[src/rtl/riscv_pkg.sv]
// Shared definitions for the RV32I load/store unit: funct3 encodings,
// MEM-stage FSM states, access-size decode and alignment helpers.
package riscv_pkg;

    localparam logic [2:0] FUNCT3_LB  = 3'b000;
    localparam logic [2:0] FUNCT3_LH  = 3'b001;
    localparam logic [2:0] FUNCT3_LW  = 3'b010;
    localparam logic [2:0] FUNCT3_LBU = 3'b100;
    localparam logic [2:0] FUNCT3_LHU = 3'b101;
    localparam logic [2:0] FUNCT3_SB  = 3'b000;
    localparam logic [2:0] FUNCT3_SH  = 3'b001;
    localparam logic [2:0] FUNCT3_SW  = 3'b010;

    typedef enum logic [1:0] {
        IDLE = 2'd0,
        BUSY = 2'd1,
        DONE = 2'd2
    } lsu_state_t;

    typedef enum logic [1:0] {
        SZ_B = 2'd0,
        SZ_H = 2'd1,
        SZ_W = 2'd2
    } lsu_size_t;

    // Load size; undefined encodings fall back to a word access.
    function automatic lsu_size_t ld_size(input logic [2:0] f3);
        lsu_size_t s;
        case (f3)
            FUNCT3_LB, FUNCT3_LBU: s = SZ_B;
            FUNCT3_LH, FUNCT3_LHU: s = SZ_H;
            default:               s = SZ_W;
        endcase
        return s;
    endfunction

    // Store size; anything that is not SB/SH is treated as a word store.
    function automatic lsu_size_t st_size(input logic [2:0] f3);
        lsu_size_t s;
        case (f3)
            FUNCT3_SB: s = SZ_B;
            FUNCT3_SH: s = SZ_H;
            default:   s = SZ_W;
        endcase
        return s;
    endfunction

    // True when the byte offset is not naturally aligned for the access size.
    function automatic logic is_misaligned(input logic is_store,
                                           input logic [2:0] f3,
                                           input logic [1:0] off);
        lsu_size_t s;
        logic      m;
        s = is_store ? st_size(f3) : ld_size(f3);
        case (s)
            SZ_H:    m = off[0];
            SZ_W:    m = (off != 2'b00);
            default: m = 1'b0;
        endcase
        return m;
    endfunction

endpackage

[src/rtl/lsu_align.sv]
// Combinational lane steering for the LSU.
// Store side: byte enables and lane-replicated write data from funct3/offset.
// Load side: byte/half extraction from the read word with sign/zero extension.
module lsu_align
    import riscv_pkg::*;
(
    input  logic [2:0]  st_funct3,
    input  logic [1:0]  st_off,
    input  logic [31:0] st_data,
    output logic [3:0]  st_be,
    output logic [31:0] st_wdata,
    input  logic [2:0]  ld_funct3,
    input  logic [1:0]  ld_off,
    input  logic [31:0] ld_rdata,
    output logic [31:0] ld_data
);

    logic [7:0]  byte_s;
    logic [15:0] half_s;

    // Store lane steering: low bits of the offset below the access size are ignored.
    always_comb begin
        st_be    = 4'b1111;
        st_wdata = st_data;
        case (st_size(st_funct3))
            SZ_B: begin
                st_be    = 4'b0001 << st_off;
                st_wdata = {4{st_data[7:0]}};
            end
            SZ_H: begin
                st_be    = 4'b0011 << {st_off[1], 1'b0};
                st_wdata = {2{st_data[15:0]}};
            end
            default: begin
                st_be    = 4'b1111;
                st_wdata = st_data;
            end
        endcase
    end

    // Load extraction and extension from the addressed lane.
    always_comb begin
        byte_s  = ld_rdata[{ld_off, 3'b000} +: 8];
        half_s  = ld_rdata[{ld_off[1], 4'b0000} +: 16];
        ld_data = ld_rdata;
        case (ld_funct3)
            FUNCT3_LB:  ld_data = {{24{byte_s[7]}}, byte_s};
            FUNCT3_LH:  ld_data = {{16{half_s[15]}}, half_s};
            FUNCT3_LBU: ld_data = {24'h000000, byte_s};
            FUNCT3_LHU: ld_data = {16'h0000, half_s};
            default:    ld_data = ld_rdata;
        endcase
    end

endmodule

[src/rtl/lsu_mem_stage.sv]
// RV32I MEM-stage load/store unit with a single-outstanding req/ack data bus.
// IDLE -> BUSY -> DONE -> IDLE; StallM holds the front of the pipeline while
// the access is in flight, BusErrM pulses in DONE when the access times out.
// Optional build macro MISALIGN_TRAP_EN: misaligned halfword/word accesses are
// dropped without a bus request and MisalignM pulses in DONE instead.
module lsu_mem_stage
    import riscv_pkg::*;
#(
    parameter int AW      = 32,
    parameter int TIMEOUT = 255
) (
    input  logic          clk,
    input  logic          rst_n,
    input  logic          MemReadM,
    input  logic          MemWriteM,
    input  logic [2:0]    Funct3M,
    input  logic [31:0]   ALUResultM,
    input  logic [31:0]   WriteDataM,
    output logic [31:0]   Data_Out,
    output logic          StallM,
    output logic          BusErrM,
`ifdef MISALIGN_TRAP_EN
    output logic          MisalignM,
`endif
    output logic          dmem_req,
    output logic          dmem_we,
    output logic [AW-1:0] dmem_addr,
    output logic [3:0]    dmem_be,
    output logic [31:0]   dmem_wdata,
    input  logic          dmem_ack,
    input  logic [31:0]   dmem_rdata
);

    localparam logic [7:0] CNT_LAST = 8'(TIMEOUT - 1);

    lsu_state_t  state_r;
    lsu_state_t  state_nx_s;
    logic [7:0]  cnt_r;
    logic [2:0]  funct3_r;
    logic [1:0]  off_r;
    logic        access_s;
    logic        is_store_s;
    logic        trap_s;
    logic        timeout_s;
    logic [3:0]  st_be_s;
    logic [31:0] st_wdata_s;
    logic [31:0] ld_data_s;

    assign access_s   = MemReadM | MemWriteM;
    assign is_store_s = MemWriteM;
    assign timeout_s  = (cnt_r == CNT_LAST);

`ifdef MISALIGN_TRAP_EN
    assign trap_s = access_s & is_misaligned(is_store_s, Funct3M, ALUResultM[1:0]);
`else
    assign trap_s = 1'b0;
`endif

    lsu_align u_align (
        .st_funct3 (Funct3M),
        .st_off    (ALUResultM[1:0]),
        .st_data   (WriteDataM),
        .st_be     (st_be_s),
        .st_wdata  (st_wdata_s),
        .ld_funct3 (funct3_r),
        .ld_off    (off_r),
        .ld_rdata  (dmem_rdata),
        .ld_data   (ld_data_s)
    );

    // FSM state register.
    always_ff @(posedge clk or negedge rst_n) begin
        if (!rst_n) begin
            state_r <= IDLE;
        end else begin
            state_r <= state_nx_s;
        end
    end

    // FSM next-state logic; an ack in the timeout cycle is a normal completion.
    always_comb begin
        state_nx_s = state_r;
        case (state_r)
            IDLE: begin
                if (access_s) begin
                    state_nx_s = trap_s ? DONE : BUSY;
                end else begin
                    state_nx_s = IDLE;
                end
            end
            BUSY: begin
                if (dmem_ack || timeout_s) begin
                    state_nx_s = DONE;
                end else begin
                    state_nx_s = BUSY;
                end
            end
            DONE:    state_nx_s = IDLE;
            default: state_nx_s = IDLE;
        endcase
    end

    // Stall output: the IDLE term must be combinational so the access cycle itself holds.
    always_comb begin
        StallM = 1'b0;
        case (state_r)
            IDLE:    StallM = access_s & ~trap_s;
            BUSY:    StallM = 1'b1;
            DONE:    StallM = 1'b0;
            default: StallM = 1'b0;
        endcase
    end

    // Bus request registers and timeout counter; request fields stay stable through BUSY.
    always_ff @(posedge clk or negedge rst_n) begin
        if (!rst_n) begin
            dmem_req   <= 1'b0;
            dmem_we    <= 1'b0;
            dmem_addr  <= '0;
            dmem_be    <= 4'b0000;
            dmem_wdata <= 32'h0000_0000;
            funct3_r   <= 3'b000;
            off_r      <= 2'b00;
            cnt_r      <= 8'd0;
        end else begin
            case (state_r)
                IDLE: begin
                    if (access_s && !trap_s) begin
                        dmem_req   <= 1'b1;
                        dmem_we    <= is_store_s;
                        dmem_addr  <= {ALUResultM[AW-1:2], 2'b00};
                        dmem_be    <= is_store_s ? st_be_s : 4'b1111;
                        dmem_wdata <= st_wdata_s;
                        funct3_r   <= Funct3M;
                        off_r      <= ALUResultM[1:0];
                        cnt_r      <= 8'd0;
                    end
                end
                BUSY: begin
                    if (dmem_ack || timeout_s) begin
                        dmem_req <= 1'b0;
                    end else begin
                        cnt_r <= cnt_r + 8'd1;
                    end
                end
                default: begin
                    dmem_req <= 1'b0;
                end
            endcase
        end
    end

    // Load result and bus-error pulse; Data_Out holds across stores and idle cycles.
    always_ff @(posedge clk or negedge rst_n) begin
        if (!rst_n) begin
            Data_Out <= 32'h0000_0000;
            BusErrM  <= 1'b0;
        end else begin
            BusErrM <= (state_r == BUSY) && !dmem_ack && timeout_s;
            if (state_r == BUSY) begin
                if (dmem_ack) begin
                    if (!dmem_we) begin
                        Data_Out <= ld_data_s;
                    end
                end else if (timeout_s) begin
                    Data_Out <= 32'h0000_0000;
                end
            end
        end
    end

`ifdef MISALIGN_TRAP_EN
    // Misalignment pulse, high only in the DONE cycle of a dropped access.
    always_ff @(posedge clk or negedge rst_n) begin
        if (!rst_n) begin
            MisalignM <= 1'b0;
        end else begin
            MisalignM <= (state_r == IDLE) && trap_s;
        end
    end
`endif

endmodule
[config.mk]
export PLATFORM = sky130hd
export DESIGN_NAME = lsu_mem_stage
export DESIGN_NICKNAME = d
export VERILOG_FILES = /design/src/rtl/riscv_pkg.sv /design/src/rtl/lsu_align.sv /design/src/rtl/lsu_mem_stage.sv
export SDC_FILE = /design/constraint.sdc
export NUM_CORES = 1
export LEC_CHECK = 0
export ABC_AREA = 1
export BUFFER_PORTS_ARGS = -buffer_cell sky130_fd_sc_hd__clkbuf_2
export CAP_MARGIN = 20
export CORE_ASPECT_RATIO = 1.75
export CORE_UTILIZATION = 51
export CTS_CLUSTER_SIZE = 25
export DETAILED_ROUTE_END_ITERATION = 10
export PLACE_DENSITY = 0.9
export SLEW_MARGIN = 10
export SYNTH_ARGS = -nofsm -noshare
export SYNTH_HDL_FRONTEND = slang
export SYNTH_HIERARCHICAL = 1
export SYNTH_SLANG_ARGS = --single-unit
[constraint.sdc]
create_clock -name clk -period 2.3 [get_ports clk]
set_clock_uncertainty 0.15 [all_clocks]
set_input_delay 0.69 -clock clk [delete_from_list [all_inputs] [get_ports clk]]
set_output_delay 0.69 -clock clk [all_outputs]
set_load 0.01 [all_outputs]
==> results.md, run 1 <==
- Count of buffers from port buffering: 205
- Yosys cell types: 34
- Vias in the first global route: 6034
- CP endpoint kind: primary output
- Final setup TNS: 0 ps
- First-pass GRT wire length: 27700 um
- Die X: 85.8 um
- Overflow after GRT: 0
- Worst EP required: 1460 ps
- CTS tree: yes
- Post-synth top area share: 0.463
- Layout cell share with drive strength beyond 1: 0.255
- Num rows: 53
- Die ar.: 12800 um^2
- Cell Area, Synth: 6270 um^2
- Commonest non-fill, non-tap cell in the layout: nand2_1
- Setup crit start kind: flop
- Vias per inst: 5.02
- Power Density: 1350 nW/um^2
- Tmin final: 2240 ps
- Diode count: 0
- CTS Buf Count: 17
- Worst Setup Path Type: flop to primary output
- Top post-synthesis cells by area: dfrtp_1 (46%), nand2_1 (28%), nand3_1 (6.9%), inv_1 (4.1%), buf_4 (1.8%)
- Core Region: 12000 um^2
- Yosys top cell by area: dfrtp_1
- GPL Wtd Cong: 0.986
- Initial core utilization: 0.522
- Routed wire length: 17000 um
- Relative slew slack: 0.495
- Clock Root Buffer: clkbuf_16
- Status: finished clean
- Endpoints failing setup: 0
- Pre-CTS setup slack: 174 ps
- Setup WS post-layout: 61.2 ps
- Critical path arrival: 1400 ps
- Antenna violations before repair: 0
- Overall Power: 10.7 mW
- CP top delay family: simple AND/OR/NAND/NOR gates
- GRT Resource Usage Total: 0.278
- CTS H-tree depth: 4
- Fill cell count: 1064
- Nets: 1181
- Slowest cell on crit path: dfrtp_1
- Worst-path clk slew: 60 ps
- Peak supply drop: 694 uV
- DRT antenna net count: 0
- Gate Count Post-Synth: 888
- Post-synth ARST share: 1.00
- Mean Syn Cell Area: 7.06 um^2
- Buf/Inv on CP: 2
- Hold Violations, Final: 0
- Residual DRC: 0
- Ys flop type: dfrtp_1
- Post-synthesis register bit count: 116
- Static leakage: 4.86 nW
- Max clock buf depth: 2
- Most frequent cells in the layout: nand2_1 (468), clkbuf_2 (203), dfrtp_1 (116)
- Final Hold Slack: 94.0 ps
- CP Cell Sequence: or2_4 > nor2_4 > inv_2 > nand2_1 > buf_2
- CP peak stage delay: 380 ps
- Wirelength per Cell: 13.5 um
- Hold WC Path Type: input pin to async pin
- Area Growth Syn to Fin: 26.3%
- Worst skew pair latency: 410 ps
- CTS Hold Bufs: 0
- Max Clk Rate: 447 MHz
- HPWL Detailed: 12500 um
- Max-slew violation count: 0
- Largest net degree at the start of global routing: 70
- Clock sink total: 116
- Worst-Margin Slew: 755 ps
- CP max FO: 3
- Total of max-cap violations: 0
- # IOs: 208
- Vias post-DR: 6284
- Number of flops mapped to enable cells by yosys: 0
- Die Y: 149 um
- RSZ-0062 raised after global routing: false
- Initial drt markers: 342
- Fin crit share: 0.973
- YS warnings: 6
- Register area share after synthesis: 0.463
- Detailed-router iteration count before antenna repair: 5
-- kinds of logic (layout without fill, tap and decap cells) --
| logic type | after synthesis | in the layout | share of synthesized area |
|---|---|---|---|
| flops | 116 | 116 | 0.463 |
| simple gates | 600 | 600 | 0.391 |
| other cells | 1 | 2 | 0.000598 |
| compound gates | 38 | 38 | 0.0395 |
| buf+inv | 131 | 330 | 0.102 |
| fa+ha+maj | 2 | 2 | 0.00399 |
-- power breakdown --
group | leakage (nW) | total [mW] | internal (mW) | switching [mW]
sequential | 1.47 | 3.48 | 2.91 | 0.574
combinational | 3.11 | 4.55 | 1.64 | 2.91
clock | 0.278 | 2.62 | 1.53 | 1.08
-- final cells by class --
type / count / area, um^2 / share of cell area
multi-input combinational: 642 / 2740 / 0.346
clock buffer: 17 / 425 / 0.0538
clock inverter: 15 / 156 / 0.0198
timing repair buffer: 223 / 1200 / 0.152
inverter: 75 / 284 / 0.0359
sequential: 116 / 2900 / 0.367
tap: 165 / 206 / 0.0261
-- metal layers --
| layer | part of all wire | GRT usage | wire length, um |
|---|---|---|---|
| met1 | 0.36 | 0.298 | 6140 |
| met2 | 0.54 | 0.509 | 9100 |
| met3 | 0.070 | 0.0610 | 1190 |
| met4 | 0.032 | 0.129 | 540 |
| met5 | 0 | 0 | 0 |
-- cell usage after synthesis, types with 4 or more instances --
master and instances:
nand2_1 468, dfrtp_1 116, nand3_1 86, inv_1 69
nor2_1 20, buf_2 17, buf_4 15, clkbuf_1 15
o21ai_1 15, buf_6 9, a22oi_1 7, inv_2 5
nor2_2 5, or2_1 5, o22a_1 4
-- metrics by stage --
step | cell area (um^2) | util | std cells
after floorplan | 6270 | - | 889
after global placement | 7300 | 0.609 | 1218
after detailed placement | 7300 | 0.609 | 1218
after CTS | 7900 | 0.659 | 1252
after global routing | 7910 | 0.659 | 1253
final | 7910 | 0.659 | 1253
-- sequential cells by signal (all words and copies together) (netlist names) --
name,count
BusErrM,1
Data_Out,32
cnt_r,8
dmem_addr,30
dmem_be,4
dmem_req,1
dmem_wdata,32
dmem_we,1
funct3_r,3
off_r,2
state_r,2
-- worst reg2reg max path, delay by kind of cell (launching register included) --
| kind | cells | cell delay (ps) |
|---|---|---|
| AND/OR/NAND/NOR | 6 | 1130 |
| buffers and inverters | 2 | 150 |
| flip-flops | 1 | 420 |
| adder cells (fa/ha/maj) | 1 | 150 |
-- what timing repair did --
item / CTS / global route
endpoints found under the hold margin: 0 / 0
gates resized for setup: 1 / 1
buffers inserted: 2 / 1
pin swaps: 1 / 2
setup endpoints to repair: 1 / 1
-- path summary, 6_finish.rpt --
path / slack, ps / to / startpoint / cells after the start
max: 60 / StallM / state_r[1]$_DFF_PN0_ / 5
min: 90 / Data_Out[5]$_DFFE_PN0P_ / rst_n / 1
max reg2reg: 180 / Data_Out[18]$_DFFE_PN0P_ / cnt_r[0]$_DFFE_PN0P_ / 9
min reg2reg: 320 / dmem_addr[20]$_DFFE_PN0P_ / dmem_addr[20]$_DFFE_PN0P_ / 2
max in group asynchronous: 1300 / dmem_wdata[8]$_DFFE_PN0P_ / rst_n / 2
min in group clk: 320 / dmem_addr[20]$_DFFE_PN0P_ / dmem_addr[20]$_DFFE_PN0P_ / 2
(Power assumes the default switching activity.)
==> run 2, diff against run 1 <==
--- a/config.mk
+++ b/config.mk
@@ -8,11 +8,13 @@
 export ABC_AREA = 1
 export BUFFER_PORTS_ARGS = -buffer_cell sky130_fd_sc_hd__clkbuf_2
 export CAP_MARGIN = 20
+export CELL_PAD_IN_SITES_DETAIL_PLACEMENT = 1
+export CELL_PAD_IN_SITES_GLOBAL_PLACEMENT = 1
 export CORE_ASPECT_RATIO = 1.75
-export CORE_UTILIZATION = 51
+export CORE_UTILIZATION = 35
 export CTS_CLUSTER_SIZE = 25
 export DETAILED_ROUTE_END_ITERATION = 10
-export PLACE_DENSITY = 0.9
+export PLACE_DENSITY = 0.89
 export SLEW_MARGIN = 10
 export SYNTH_ARGS = -nofsm -noshare
 export SYNTH_HDL_FRONTEND = slang
==> run 2 against run 1 <==
Against the previous run:
- wire length grew 26%
- hold slack better by 88 ps
- non-clock buffer count rose by 2
- core utilization is 20 points lower
- clock power rose by 13%
- cell count rose by 5.5%
- register-to-register slack improved by 50 ps
- first-iteration DRC count is 49% lower
- fmax down 0.11%
==> results.md, run 2 (synthesis gave the netlist of run 1 again) <==
- Max Clk Rate: 446 MHz
- Setup crit start kind: flop
- Peak supply drop: 572 uV
- Largest net degree at the start of global routing: 117
- Die ar.: 18500 um^2
- Nets: 1184
- Antenna violations before repair: 0
- Max-slew violation count: 0
- Die X: 103 um
- Final setup TNS: 0 ps
- Fin crit share: 0.974
- Top Registers: Data_Out x32, dmem_wdata x32, dmem_addr x30
- Max clock buf depth: 2
- Layout cell share with drive strength beyond 1: 0.258
- Setup WS post-layout: 58.7 ps
- Worst R2R End: dmem_we$_DFFE_PN0P_
- Detailed-router iteration count before antenna repair: 4
- Initial core utilization: 0.357
- Worst-Margin Slew: 769 ps
- GRT Resource Usage Total: 0.237
- Die Y: 179 um
- Reg-to-reg slack, setup: 230 ps
- First-pass GRT wire length: 32800 um
- CTS Buf Count: 17
- HPWL Detailed: 14900 um
- GPL Wtd Cong: 0.851
- Num rows: 64
- Area Growth Syn to Fin: 29.1%
- Routed wire length: 21300 um
- Fill cell count: 2282
- CTS tree: yes
- Vias post-DR: 6447
- Wirelength per Cell: 16.1 um
- RSZ-0062 raised after global routing: false
- CP Cell Sequence: or2_4 > nor2_4 > inv_2 > nand2_2 > buf_2
- Status: finished clean
- Critical path arrival: 1400 ps
- Overflow after GRT: 0
- Worst Reg-to-Reg Cells: 6
- Hold Violations, Final: 0
- Diode count: 0
- Total of max-cap violations: 0
- Area taken by flip-flops and latches: 2900 um^2
- Worst Setup Path Type: flop to primary output
- Clock sink total: 116
- CTS H-tree depth: 4
- Most frequent cells in the layout: nand2_1 (466), clkbuf_2 (203), dfrtp_1 (116)
- CP startpoint: state_r[1]$_DFF_PN0_
- Reg2Reg Launch Point: state_r[1]$_DFF_PN0_
- Core Region: 17500 um^2
- Worst skew pair latency: 420 ps
- Worst path depth: 5
- Critical Path Sink: StallM
- CP max FO: 2
- Power Density: 1390 nW/um^2
- Count of buffers from port buffering: 205
- Buf/Inv on CP: 2
- Slowest cell on crit path: dfrtp_1
- # IOs: 208
- Hold WC Path Type: input pin to async pin
- Commonest non-fill, non-tap cell in the layout: nand2_1
- CP endpoint kind: primary output
- Static leakage: 4.90 nW
- Initial drt markers: 175
- Endpoints failing setup: 0
- Residual DRC: 0
- DRT antenna net count: 0
- CP top delay family: simple AND/OR/NAND/NOR gates
- Area occupied by multi-input gates: 2760 um^2
- Clock Root Buffer: clkbuf_16
- Worst EP required: 1460 ps
- Pre-CTS setup slack: 117 ps
- CP peak stage delay: 380 ps
- Worst-path clk slew: 60 ps
- Tmin final: 2240 ps
- Vias in the first global route: 6753
- Relative slew slack: 0.487
- Vias per inst: 4.88
run 2: timing repair:
action / in CTS / in global routing
resized for setup: 2 / 3
hold buffers: 0 / 0
setup buffers: 4 / 1
gates cloned: 0 / 1
pin swaps: 2 / 2
setup endpoints to repair: 1 / 29
run 2: cell type report:
class | count | area share
multi-input cells | 643 | 0.341
clock buffers | 17 | 0.0526
well taps | 231 | 0.0357
clock inverters | 15 | 0.0285
flip-flops and latches | 116 | 0.359
repair buffers | 225 | 0.149
inverters | 75 | 0.0351
run 2: metrics by stage:
step,instance area [um^2],hold slack [ps],power [mW],instances,utilization
4_1_cts,8070,236,11.3,1320,0.460
2_1_floorplan,6270,244,6.43,889,-
5_1_grt,8090,260,12.1,1322,0.461
6_report,8090,182,11.2,1322,0.461
3_5_place_dp,7370,307,8.18,1284,0.421
3_3_place_gp,7370,302,8.00,1284,0.421
run 2: worst register-to-register path: cells and delay by family (launching register included):
| family | cells | cell delay (ps) |
|---|---|---|
| AOI/OAI and AO/OA | 1 | 220 |
| buffers and inverters | 3 | 800 |
| DFF | 1 | 380 |
| and+or+nand+nor | 2 | 380 |
run 2: where the power goes:
part / internal, mW / switching (mW)
Clock: 1.93 / 1.04
Combinational: 1.67 / 3.11
Sequential: 2.91 / 0.580
run 2: per-layer routing:
metal / GRT usage / share of wire / up-vias
met5: 0 / 0 / -
met4: 0.154 / 0.055 / 0
met3: 0.0530 / 0.046 / 70
met2: 0.431 / 0.55 / 194
met1: 0.236 / 0.35 / 3089
li1: - / - / 3094
run 2: how the worst min path moves through the flow:
stage | end | cells past startpoint | from
finish | dmem_wdata[18]$_DFFE_PN0P_ | 2 | rst_n
global route | dmem_wdata[18]$_DFFE_PN0P_ | 2 | rst_n
CTS | dmem_wdata[18]$_DFFE_PN0P_ | 2 | rst_n
detailed placement | dmem_addr[31]$_DFFE_PN0P_ | 2 | dmem_addr[31]$_DFFE_PN0P_
global placement | dmem_addr[17]$_DFFE_PN0P_ | 2 | dmem_addr[17]$_DFFE_PN0P_
floorplan | BusErrM$_DFF_PN0_ | 0 | rst_n
